## src/rtl/udp_tx_if.sv

```systemverilog
// udp_tx_if: handshake bundle for the UDP transmit framer.
//   start_*     : per-packet request (ports and payload length) plus reject pulse
//   in_*        : payload byte stream into the framer
//   out_*       : framed byte stream toward the IP/MAC transmit path
// Modports:
//   slave  - used by the framer itself
//   master - used by the client that issues requests and consumes frames
interface udp_tx_if;
  logic        start_valid;
  logic        start_ready;
  logic [15:0] src_port;
  logic [15:0] dst_port;
  logic [15:0] payload_len;
  logic        start_rej;

  logic [7:0]  in_data;
  logic        in_valid;
  logic        in_ready;
  logic        in_last;

  logic [7:0]  out_data;
  logic        out_valid;
  logic        out_ready;
  logic        out_last;

  modport slave (
    input  start_valid, src_port, dst_port, payload_len,
    input  in_data, in_valid, in_last, out_ready,
    output start_ready, start_rej, in_ready, out_data, out_valid, out_last
  );

  modport master (
    output start_valid, src_port, dst_port, payload_len,
    output in_data, in_valid, in_last, out_ready,
    input  start_ready, start_rej, in_ready, out_data, out_valid, out_last
  );
endinterface

```

## src/rtl/udp_tx.sv

```systemverilog
// udp_tx: UDP transmit framer.
// Accepts a request (src_port, dst_port, payload_len), emits an 8-byte UDP
// header (checksum always 0x0000) followed by payload_len payload bytes taken
// from the input byte stream. Requests longer than MAX_PAYLOAD are dropped
// with a one-cycle start_rej pulse.
// Ports:
//   clk, rst   - clock, asynchronous active-high reset
//   bus        - udp_tx_if.slave: request, payload-in and frame-out handshakes
//   busy       - high whenever the framer is not idle
//   pkt_count  - packets whose last byte completed its output handshake (wraps)
//   len_err    - one-cycle pulse on in_last / length mismatch
// Optional feature, macro UDP_TX_LEN_CHECK_EN:
//   defined   - in_last is checked; an early last pads with 0x00 (PAD state),
//               a late last discards input through the next in_last (DRAIN).
//   undefined - packets end by byte count only, in_last ignored, len_err = 0.
module udp_tx #(
  parameter int MAX_PAYLOAD = 1472,
  parameter int COUNT_W     = 16
) (
  input  logic               clk,
  input  logic               rst,
  udp_tx_if.slave            bus,
  output logic               busy,
  output logic [COUNT_W-1:0] pkt_count,
  output logic               len_err
);

  localparam logic [15:0] MAX_LEN = 16'(MAX_PAYLOAD);

`ifdef UDP_TX_LEN_CHECK_EN
  typedef enum logic [2:0] {IDLE, HEADER, DATA, PAD, DRAIN} state_t;
`else
  typedef enum logic [1:0] {IDLE, HEADER, DATA} state_t;
`endif

  state_t             state_q, state_d;
  logic [15:0]        src_q, src_d;
  logic [15:0]        dst_q, dst_d;
  logic [15:0]        len_field_q, len_field_d;   // payload length + 8
  logic [2:0]         hdr_cnt_q, hdr_cnt_d;
  logic [15:0]        rem_q, rem_d;               // payload bytes still to emit
  logic [7:0]         out_data_q, out_data_d;
  logic               out_valid_q, out_valid_d;
  logic               out_last_q, out_last_d;
  logic               start_rej_q, start_rej_d;
  logic [COUNT_W-1:0] pkt_count_q, pkt_count_d;
`ifdef UDP_TX_LEN_CHECK_EN
  logic               len_err_q, len_err_d;
`else
  logic               unused_in_last;
  assign unused_in_last = bus.in_last;
`endif

  logic       load_ok;
  logic       start_ready;
  logic       in_ready;
  logic [7:0] hdr_byte;

  // The output register may take a new byte when empty or being drained.
  assign load_ok = !out_valid_q || bus.out_ready;

  always_comb begin
    hdr_byte = 8'h00;
    case (hdr_cnt_q)
      3'd0: hdr_byte = src_q[15:8];
      3'd1: hdr_byte = src_q[7:0];
      3'd2: hdr_byte = dst_q[15:8];
      3'd3: hdr_byte = dst_q[7:0];
      3'd4: hdr_byte = len_field_q[15:8];
      3'd5: hdr_byte = len_field_q[7:0];
      default: hdr_byte = 8'h00;  // checksum bytes
    endcase
  end

  always_comb begin
    state_d     = state_q;
    src_d       = src_q;
    dst_d       = dst_q;
    len_field_d = len_field_q;
    hdr_cnt_d   = hdr_cnt_q;
    rem_d       = rem_q;
    out_data_d  = out_data_q;
    out_valid_d = out_valid_q;
    out_last_d  = out_last_q;
    start_rej_d = 1'b0;
    pkt_count_d = pkt_count_q;
`ifdef UDP_TX_LEN_CHECK_EN
    len_err_d   = 1'b0;
`endif
    start_ready = 1'b0;
    in_ready    = 1'b0;

    // Consumption of the current output byte; a load below overrides it.
    if (out_valid_q && bus.out_ready) begin
      out_valid_d = 1'b0;
      out_last_d  = 1'b0;
      if (out_last_q) begin
        pkt_count_d = pkt_count_q + COUNT_W'(1);
      end
    end

    case (state_q)
      IDLE: begin
        start_ready = 1'b1;
        if (bus.start_valid) begin
          if (bus.payload_len > MAX_LEN) begin
            start_rej_d = 1'b1;
          end else begin
            src_d       = bus.src_port;
            dst_d       = bus.dst_port;
            len_field_d = bus.payload_len + 16'd8;
            hdr_cnt_d   = 3'd0;
            state_d     = HEADER;
            // Header byte 0 goes out on the accept edge so it is visible the
            // very next cycle; if the output is still stalled, HEADER sends it.
            if (load_ok) begin
              out_data_d  = bus.src_port[15:8];
              out_valid_d = 1'b1;
              out_last_d  = 1'b0;
              hdr_cnt_d   = 3'd1;
            end
          end
        end
      end

      HEADER: begin
        if (load_ok) begin
          out_data_d  = hdr_byte;
          out_valid_d = 1'b1;
          out_last_d  = (hdr_cnt_q == 3'd7) && (len_field_q == 16'd8);
          hdr_cnt_d   = hdr_cnt_q + 3'd1;
          if (hdr_cnt_q == 3'd7) begin
            if (len_field_q == 16'd8) begin
              state_d = IDLE;
            end else begin
              state_d = DATA;
              rem_d   = len_field_q - 16'd8;
            end
          end
        end
      end

      DATA: begin
        in_ready = load_ok;
        if (bus.in_valid && load_ok) begin
          out_data_d  = bus.in_data;
          out_valid_d = 1'b1;
          out_last_d  = (rem_q == 16'd1);
          rem_d       = rem_q - 16'd1;
          if (rem_q == 16'd1) begin
`ifdef UDP_TX_LEN_CHECK_EN
            if (bus.in_last) begin
              state_d = IDLE;
            end else begin
              state_d   = DRAIN;
              len_err_d = 1'b1;
            end
`else
            state_d = IDLE;
`endif
          end
`ifdef UDP_TX_LEN_CHECK_EN
          else if (bus.in_last) begin
            state_d   = PAD;
            len_err_d = 1'b1;
          end
`endif
        end
      end

`ifdef UDP_TX_LEN_CHECK_EN
      PAD: begin
        if (load_ok) begin
          out_data_d  = 8'h00;
          out_valid_d = 1'b1;
          out_last_d  = (rem_q == 16'd1);
          rem_d       = rem_q - 16'd1;
          if (rem_q == 16'd1) begin
            state_d = IDLE;
          end
        end
      end

      DRAIN: begin
        in_ready = 1'b1;
        if (bus.in_valid && bus.in_last) begin
          state_d = IDLE;
        end
      end
`endif

      default: state_d = IDLE;
    endcase
  end

  always_ff @(posedge clk or posedge rst) begin
    if (rst) begin
      state_q     <= IDLE;
      src_q       <= '0;
      dst_q       <= '0;
      len_field_q <= '0;
      hdr_cnt_q   <= '0;
      rem_q       <= '0;
      out_data_q  <= '0;
      out_valid_q <= 1'b0;
      out_last_q  <= 1'b0;
      start_rej_q <= 1'b0;
      pkt_count_q <= '0;
`ifdef UDP_TX_LEN_CHECK_EN
      len_err_q   <= 1'b0;
`endif
    end else begin
      state_q     <= state_d;
      src_q       <= src_d;
      dst_q       <= dst_d;
      len_field_q <= len_field_d;
      hdr_cnt_q   <= hdr_cnt_d;
      rem_q       <= rem_d;
      out_data_q  <= out_data_d;
      out_valid_q <= out_valid_d;
      out_last_q  <= out_last_d;
      start_rej_q <= start_rej_d;
      pkt_count_q <= pkt_count_d;
`ifdef UDP_TX_LEN_CHECK_EN
      len_err_q   <= len_err_d;
`endif
    end
  end

  assign bus.start_ready = start_ready;
  assign bus.start_rej   = start_rej_q;
  assign bus.in_ready    = in_ready;
  assign bus.out_data    = out_data_q;
  assign bus.out_valid   = out_valid_q;
  assign bus.out_last    = out_last_q;
  assign busy            = (state_q != IDLE);
  assign pkt_count       = pkt_count_q;
`ifdef UDP_TX_LEN_CHECK_EN
  assign len_err         = len_err_q;
`else
  assign len_err         = 1'b0;
`endif

endmodule

```

## src/flat_wrapper.sv

```systemverilog
// flat-port wrapper written by rule: the top's interface ports become plain ports
module udp_tx_flat 
#(
  parameter int MAX_PAYLOAD = 1472,
  parameter int COUNT_W     = 16
)
  (clk, rst, busy, pkt_count, len_err, bus_start_valid, bus_src_port, bus_dst_port, bus_payload_len, bus_in_data, bus_in_valid, bus_in_last, bus_out_ready, bus_start_ready, bus_start_rej, bus_in_ready, bus_out_data, bus_out_valid, bus_out_last);
  udp_tx_if bus_i ();
  input  logic clk;
  input  logic rst;
  output logic busy;
  output logic [COUNT_W-1:0] pkt_count;
  output logic len_err;
  input wire logic [$bits(bus_i.start_valid)-1:0] bus_start_valid;
  input wire logic [$bits(bus_i.src_port)-1:0] bus_src_port;
  input wire logic [$bits(bus_i.dst_port)-1:0] bus_dst_port;
  input wire logic [$bits(bus_i.payload_len)-1:0] bus_payload_len;
  input wire logic [$bits(bus_i.in_data)-1:0] bus_in_data;
  input wire logic [$bits(bus_i.in_valid)-1:0] bus_in_valid;
  input wire logic [$bits(bus_i.in_last)-1:0] bus_in_last;
  input wire logic [$bits(bus_i.out_ready)-1:0] bus_out_ready;
  output wire logic [$bits(bus_i.start_ready)-1:0] bus_start_ready;
  output wire logic [$bits(bus_i.start_rej)-1:0] bus_start_rej;
  output wire logic [$bits(bus_i.in_ready)-1:0] bus_in_ready;
  output wire logic [$bits(bus_i.out_data)-1:0] bus_out_data;
  output wire logic [$bits(bus_i.out_valid)-1:0] bus_out_valid;
  output wire logic [$bits(bus_i.out_last)-1:0] bus_out_last;
  assign bus_i.start_valid = bus_start_valid;
  assign bus_i.src_port = bus_src_port;
  assign bus_i.dst_port = bus_dst_port;
  assign bus_i.payload_len = bus_payload_len;
  assign bus_i.in_data = bus_in_data;
  assign bus_i.in_valid = bus_in_valid;
  assign bus_i.in_last = bus_in_last;
  assign bus_i.out_ready = bus_out_ready;
  assign bus_start_ready = bus_i.start_ready;
  assign bus_start_rej = bus_i.start_rej;
  assign bus_in_ready = bus_i.in_ready;
  assign bus_out_data = bus_i.out_data;
  assign bus_out_valid = bus_i.out_valid;
  assign bus_out_last = bus_i.out_last;
  udp_tx #(.MAX_PAYLOAD(MAX_PAYLOAD), .COUNT_W(COUNT_W)) u_core (.clk(clk), .rst(rst), .bus(bus_i), .busy(busy), .pkt_count(pkt_count), .len_err(len_err));
endmodule
```

## config.mk

```make
export PLATFORM = sky130hd
export DESIGN_NAME = udp_tx_flat
export DESIGN_NICKNAME = d
export VERILOG_FILES = /design/src/rtl/udp_tx_if.sv /design/src/rtl/udp_tx.sv /design/src/flat_wrapper.sv
export SDC_FILE = /design/constraint.sdc
export NUM_CORES = 1
export LEC_CHECK = 0
export BUFFER_PORTS_ARGS = -buffer_cell sky130_fd_sc_hd__buf_2
export CORE_MARGIN = 5
export CORE_UTILIZATION = 63
export CTS_BUF_LIST = sky130_fd_sc_hd__clkbuf_8
export DETAILED_ROUTE_END_ITERATION = 8
export GPL_ROUTABILITY_DRIVEN = 0
export PLACE_DENSITY_LB_ADDON = 0.2
export REMOVE_ABC_BUFFERS = 1
export SETUP_SLACK_MARGIN = 0.2
export SYNTH_ARGS = -nofsm -noshare
export SYNTH_HDL_FRONTEND = slang
export SYNTH_SLANG_ARGS = --single-unit
export TNS_END_PERCENT = 10
```

## constraint.sdc

```tcl
create_clock -name clk -period 6.4 [get_ports clk]
set_clock_uncertainty 0.1 [all_clocks]
set_input_delay 0.64 -clock clk [delete_from_list [all_inputs] [get_ports clk]]
set_output_delay 0.64 -clock clk [all_outputs]
set_load 0.05 [all_outputs]
```

==> flow_metrics.py <==
metrics = {
    "status": {
        "status": "complete, no violations",
    },
    "routing": {
        "route.detailed.drc": 0,
        "drt-initial-drc-count": 363,
        "post_drt_wl_per_cell_um": 17.9,
        "drt-met1-wl_um": 5350,
        "totalWireLength_um": 12600,
        "met3WireLength_um": 637,
        "via_per_inst": 6.21,
        "via_count": 4396,
        "wl_met2_um": 6380,
        "drtAntennaViolNets": 0,
        "top_layer": "met4",
        "drt-pass1-iter-count": 5,
    },
    "clock_network": {
        "cts_root_buf": "clkbuf_8",
        "cts_hold_buf": 0,
        "cts_sinks": 96,
        "clk_latency_ps": 360,
        "numCtsBuffers": 9,
        "post_cts_buffers": 0,
        "clock_path_buffers": 2,
        "post_cts_resized": 0,
        "h-tree-depth": 3,
        "cts.clk_slew.worst_paths_ps": 100,
        "cts_tree": "done",
    },
    "placement": {
        "post-place-cells": 692,
        "placed_cell_area_um2": 5840,
        "portBuffers": 90,
        "dpl_worst_slack_ps": 3360,
        "hpwl_um": 9170,
    },
    "synthesis": {
        "synth_edf_count": 0,
        "ys_ff_latch": 96,
        "synth_top_flop_cell": "dfrtp_1",
        "synthCells": 521,
        "yosys_warnings": 0,
        "synth.avg_cell_area_um2": 10.2,
        "syn-cell-area_um2": 5340,
        "ys_types": 56,
        "synthArstFlopShare_pct": 100,
        "synth-seq-area-share_pct": 45.0,
    },
    "timing": {
        "tns_ps": 0,
        "hold_viol_final": 0,
        "relSlewSlack_pct": 31.5,
        "fmax_ghz": 0.330,
        "fin_crit_ps": 3030,
        "setup_slack_ps": 3370,
        "tightest_slew_ps": 1020,
        "post-route-period-util_pct": 47.3,
        "setup_viol": 0,
        "drv_slew": 0,
        "rsz0062_at_grt": "no",
    },
    "layout": {
        "nets": 675,
        "final_cell_area_um2": 6090,
        "nFillCells": 603,
        "area_delta_synth_final_pct": 14.1,
        "stdcell_count": 708,
        "drive_gt1_share_pct": 29.4,
        "antenna_cells": 0,
    },
    "worst_setup_path": {
        "startpoint_type": "register",
        "crit_type": "reg2out",
        "crit_chain": "inv_1, ha_2, and2_1, buf_2",
        "crit_fanout": 58,
        "worstPathArrival_ps": 2290,
        "slowest_delay_ps": 860,
        "critPathRequiredTime_ps": 5660,
        "crit_path_end_kind": "output port",
        "slowest_stage": "ha_2",
    },
    "floorplan": {
        "die_y_um": 102,
        "die-area_um2": 10400,
        "rows": 33,
        "initial_core_util_pct": 64.9,
        "core_area_um2": 8220,
        "fp.dieW_um": 102,
        "io_pins": 93,
    },
    "power": {
        "cell_internal_pwr_uw": 1450,
        "p_total_uw": 2450,
        "pwr-share-comb_pct": 42.2,
        "p_leak_uw": 0.00284,
        "power.net_switching_uw": 998,
        "p_per_area_nw_per_um2": 403,
        "ir_drop_mv": 0.264,
        "p_clk_share_pct": 19.8,
        "swShare_pct": 40.7,
        "seq_power_share_pct": 38.0,
    },
    "hold_path": {
        "holdCritPathClass": "in2async",
    },
    "global_routing": {
        "gr-total-overflow": 0,
        "grt_max_degree": 66,
        "grt_usage_pct": 25.5,
        "antenna_found_initial": 0,
        "grt_pass1_wl_um": 21200,
        "grt_pass1_vias": 4404,
    },
    "run": {
        "drv_cap": 0,
    },
}
## through the flow
step                util [%]  hold WS [ps]
floorplan                  -           349
global placement        71.1           356
detailed placement      71.1           358
CTS                     74.1           200
global route            74.1           223
finish                  74.1           186
## per-layer routing
| metal | GRT usage, % | vias to the layer above |
|---|---|---|
| met5 | 0 | - |
| met4 | 8.68 | 0 |
| met3 | 4.30 | 22 |
| met2 | 42.1 | 157 |
| met1 | 34.4 | 2150 |
| li1 | - | 2067 |
## logic make-up after synthesis
kind of cell	after synthesis	share of synthesized area, %
and+or+nand+nor	169	16.3
buffers and inverters	45	3.33
other	1	0.0703
AOI/OAI and AO/OA	99	13.2
xor gates and xnor gates	32	5.25
DFF	96	45.0
adders and majority gates	15	3.52
muxes	64	13.3
## worst max-delay path, delay by kind of cell, from the launching register on
family | cells | cell delay, ps
adder cells (fa/ha/maj) | 1 | 860
buffers and inverters | 2 | 370
flip-flops | 1 | 430
AND/OR/NAND/NOR | 1 | 270
## power groups by stage
stage	sequential, uW	combinational (uW)	clock [uW]
after global placement	926	990	0
final	930	1030	486
after CTS	926	1030	491
after floorplan	998	693	0
after global routing	958	1130	515
after detailed placement	937	1020	0
## final timing paths
path | startpoint | endpoint | slack (ps) | cells after the start
worst min register to register | u_core.pkt_count[15]$_DFFE_PP0P_ | u_core.pkt_count[15]$_DFFE_PP0P_ | 370 | 1
worst max register to register | u_core.state_q[0]$_DFFE_PP0P_ | u_core.rem_q[8]$_DFFE_PP0P_ | 3450 | 7
worst max-delay path | u_core.state_q[0]$_DFFE_PP0P_ | bus_in_ready | 3370 | 4
min in group clk | u_core.pkt_count[15]$_DFFE_PP0P_ | u_core.pkt_count[15]$_DFFE_PP0P_ | 370 | 1
max in group asynchronous | rst | u_core.bus.out_last$_DFF_PP0_ | 4790 | 3
worst min-delay path | rst | u_core.dst_q[14]$_DFFE_PP0P_ | 190 | 2
## flip-flops by register name, indices dropped and copies added (netlist names)
name / cells
u_core.dst_q: 16
u_core.len_field_q: 16
u_core.bus.out_last: 1
u_core.bus.out_valid: 1
u_core.hdr_cnt_q: 3
u_core.src_q: 16
u_core.bus.out_data: 8
u_core.rem_q: 16
u_core.state_q: 2
u_core.pkt_count: 16
u_core.bus.start_rej: 1
## synthesized netlist by cell type, drive strengths merged (2+ instances only)
master	count	share of area [%]
xor2	15	2.5
nand3b	2	0.28
nand2	49	3.4
clkbuf	19	1.3
a222oi	8	1.5
nand2b	7	0.82
a22o	7	1.1
and4	3	0.49
and3	8	0.94
inv	18	1.3
a21oi	12	1.1
and2	6	0.70
o31ai	3	0.42
o21a	2	0.28
nand3	24	2.3
a221oi	4	0.77
o221ai	7	1.1
or4	4	0.70
xnor2	17	2.8
dfrtp	96	45
a21o	2	0.28
nor2	22	1.5
o21ai	29	2.7
or3	3	0.45
a31o	2	0.33
nor4	12	1.5
mux2	57	12
o22ai	5	0.59
ha	15	3.5
nor3	15	1.4
o32ai	3	0.49
o31a	3	0.49
a31oi	4	0.47
nand4	6	0.70
mux2i	7	1.3
nor2b	4	0.47
buf	8	0.73
## cells in the final DEF (no fill, tap or decap), types with 9 or more instances in the layout
master,count
dfrtp_1,96
buf_2,90
mux2_2,57
nand2_1,49
o21ai_0,28
nand3_1,23
nor2_1,22
inv_1,17
xnor2_1,17
nor3_1,15
xor2_1,15
ha_1,14
a21oi_1,12
nor4_1,11
clkbuf_8,9
## layout make-up
type	count	area, um^2	share of cell area, %
Multi-Input combinational cell	380	2760	45.4
Timing Repair Buffer	93	473	7.77
Clock buffer	9	124	2.03
Sequential cell	96	2400	39.5
Inverter	18	68.8	1.13
Tap cell	105	131	2.16
Clock inverter	7	125	2.06
(Power assumes the default switching activity.)
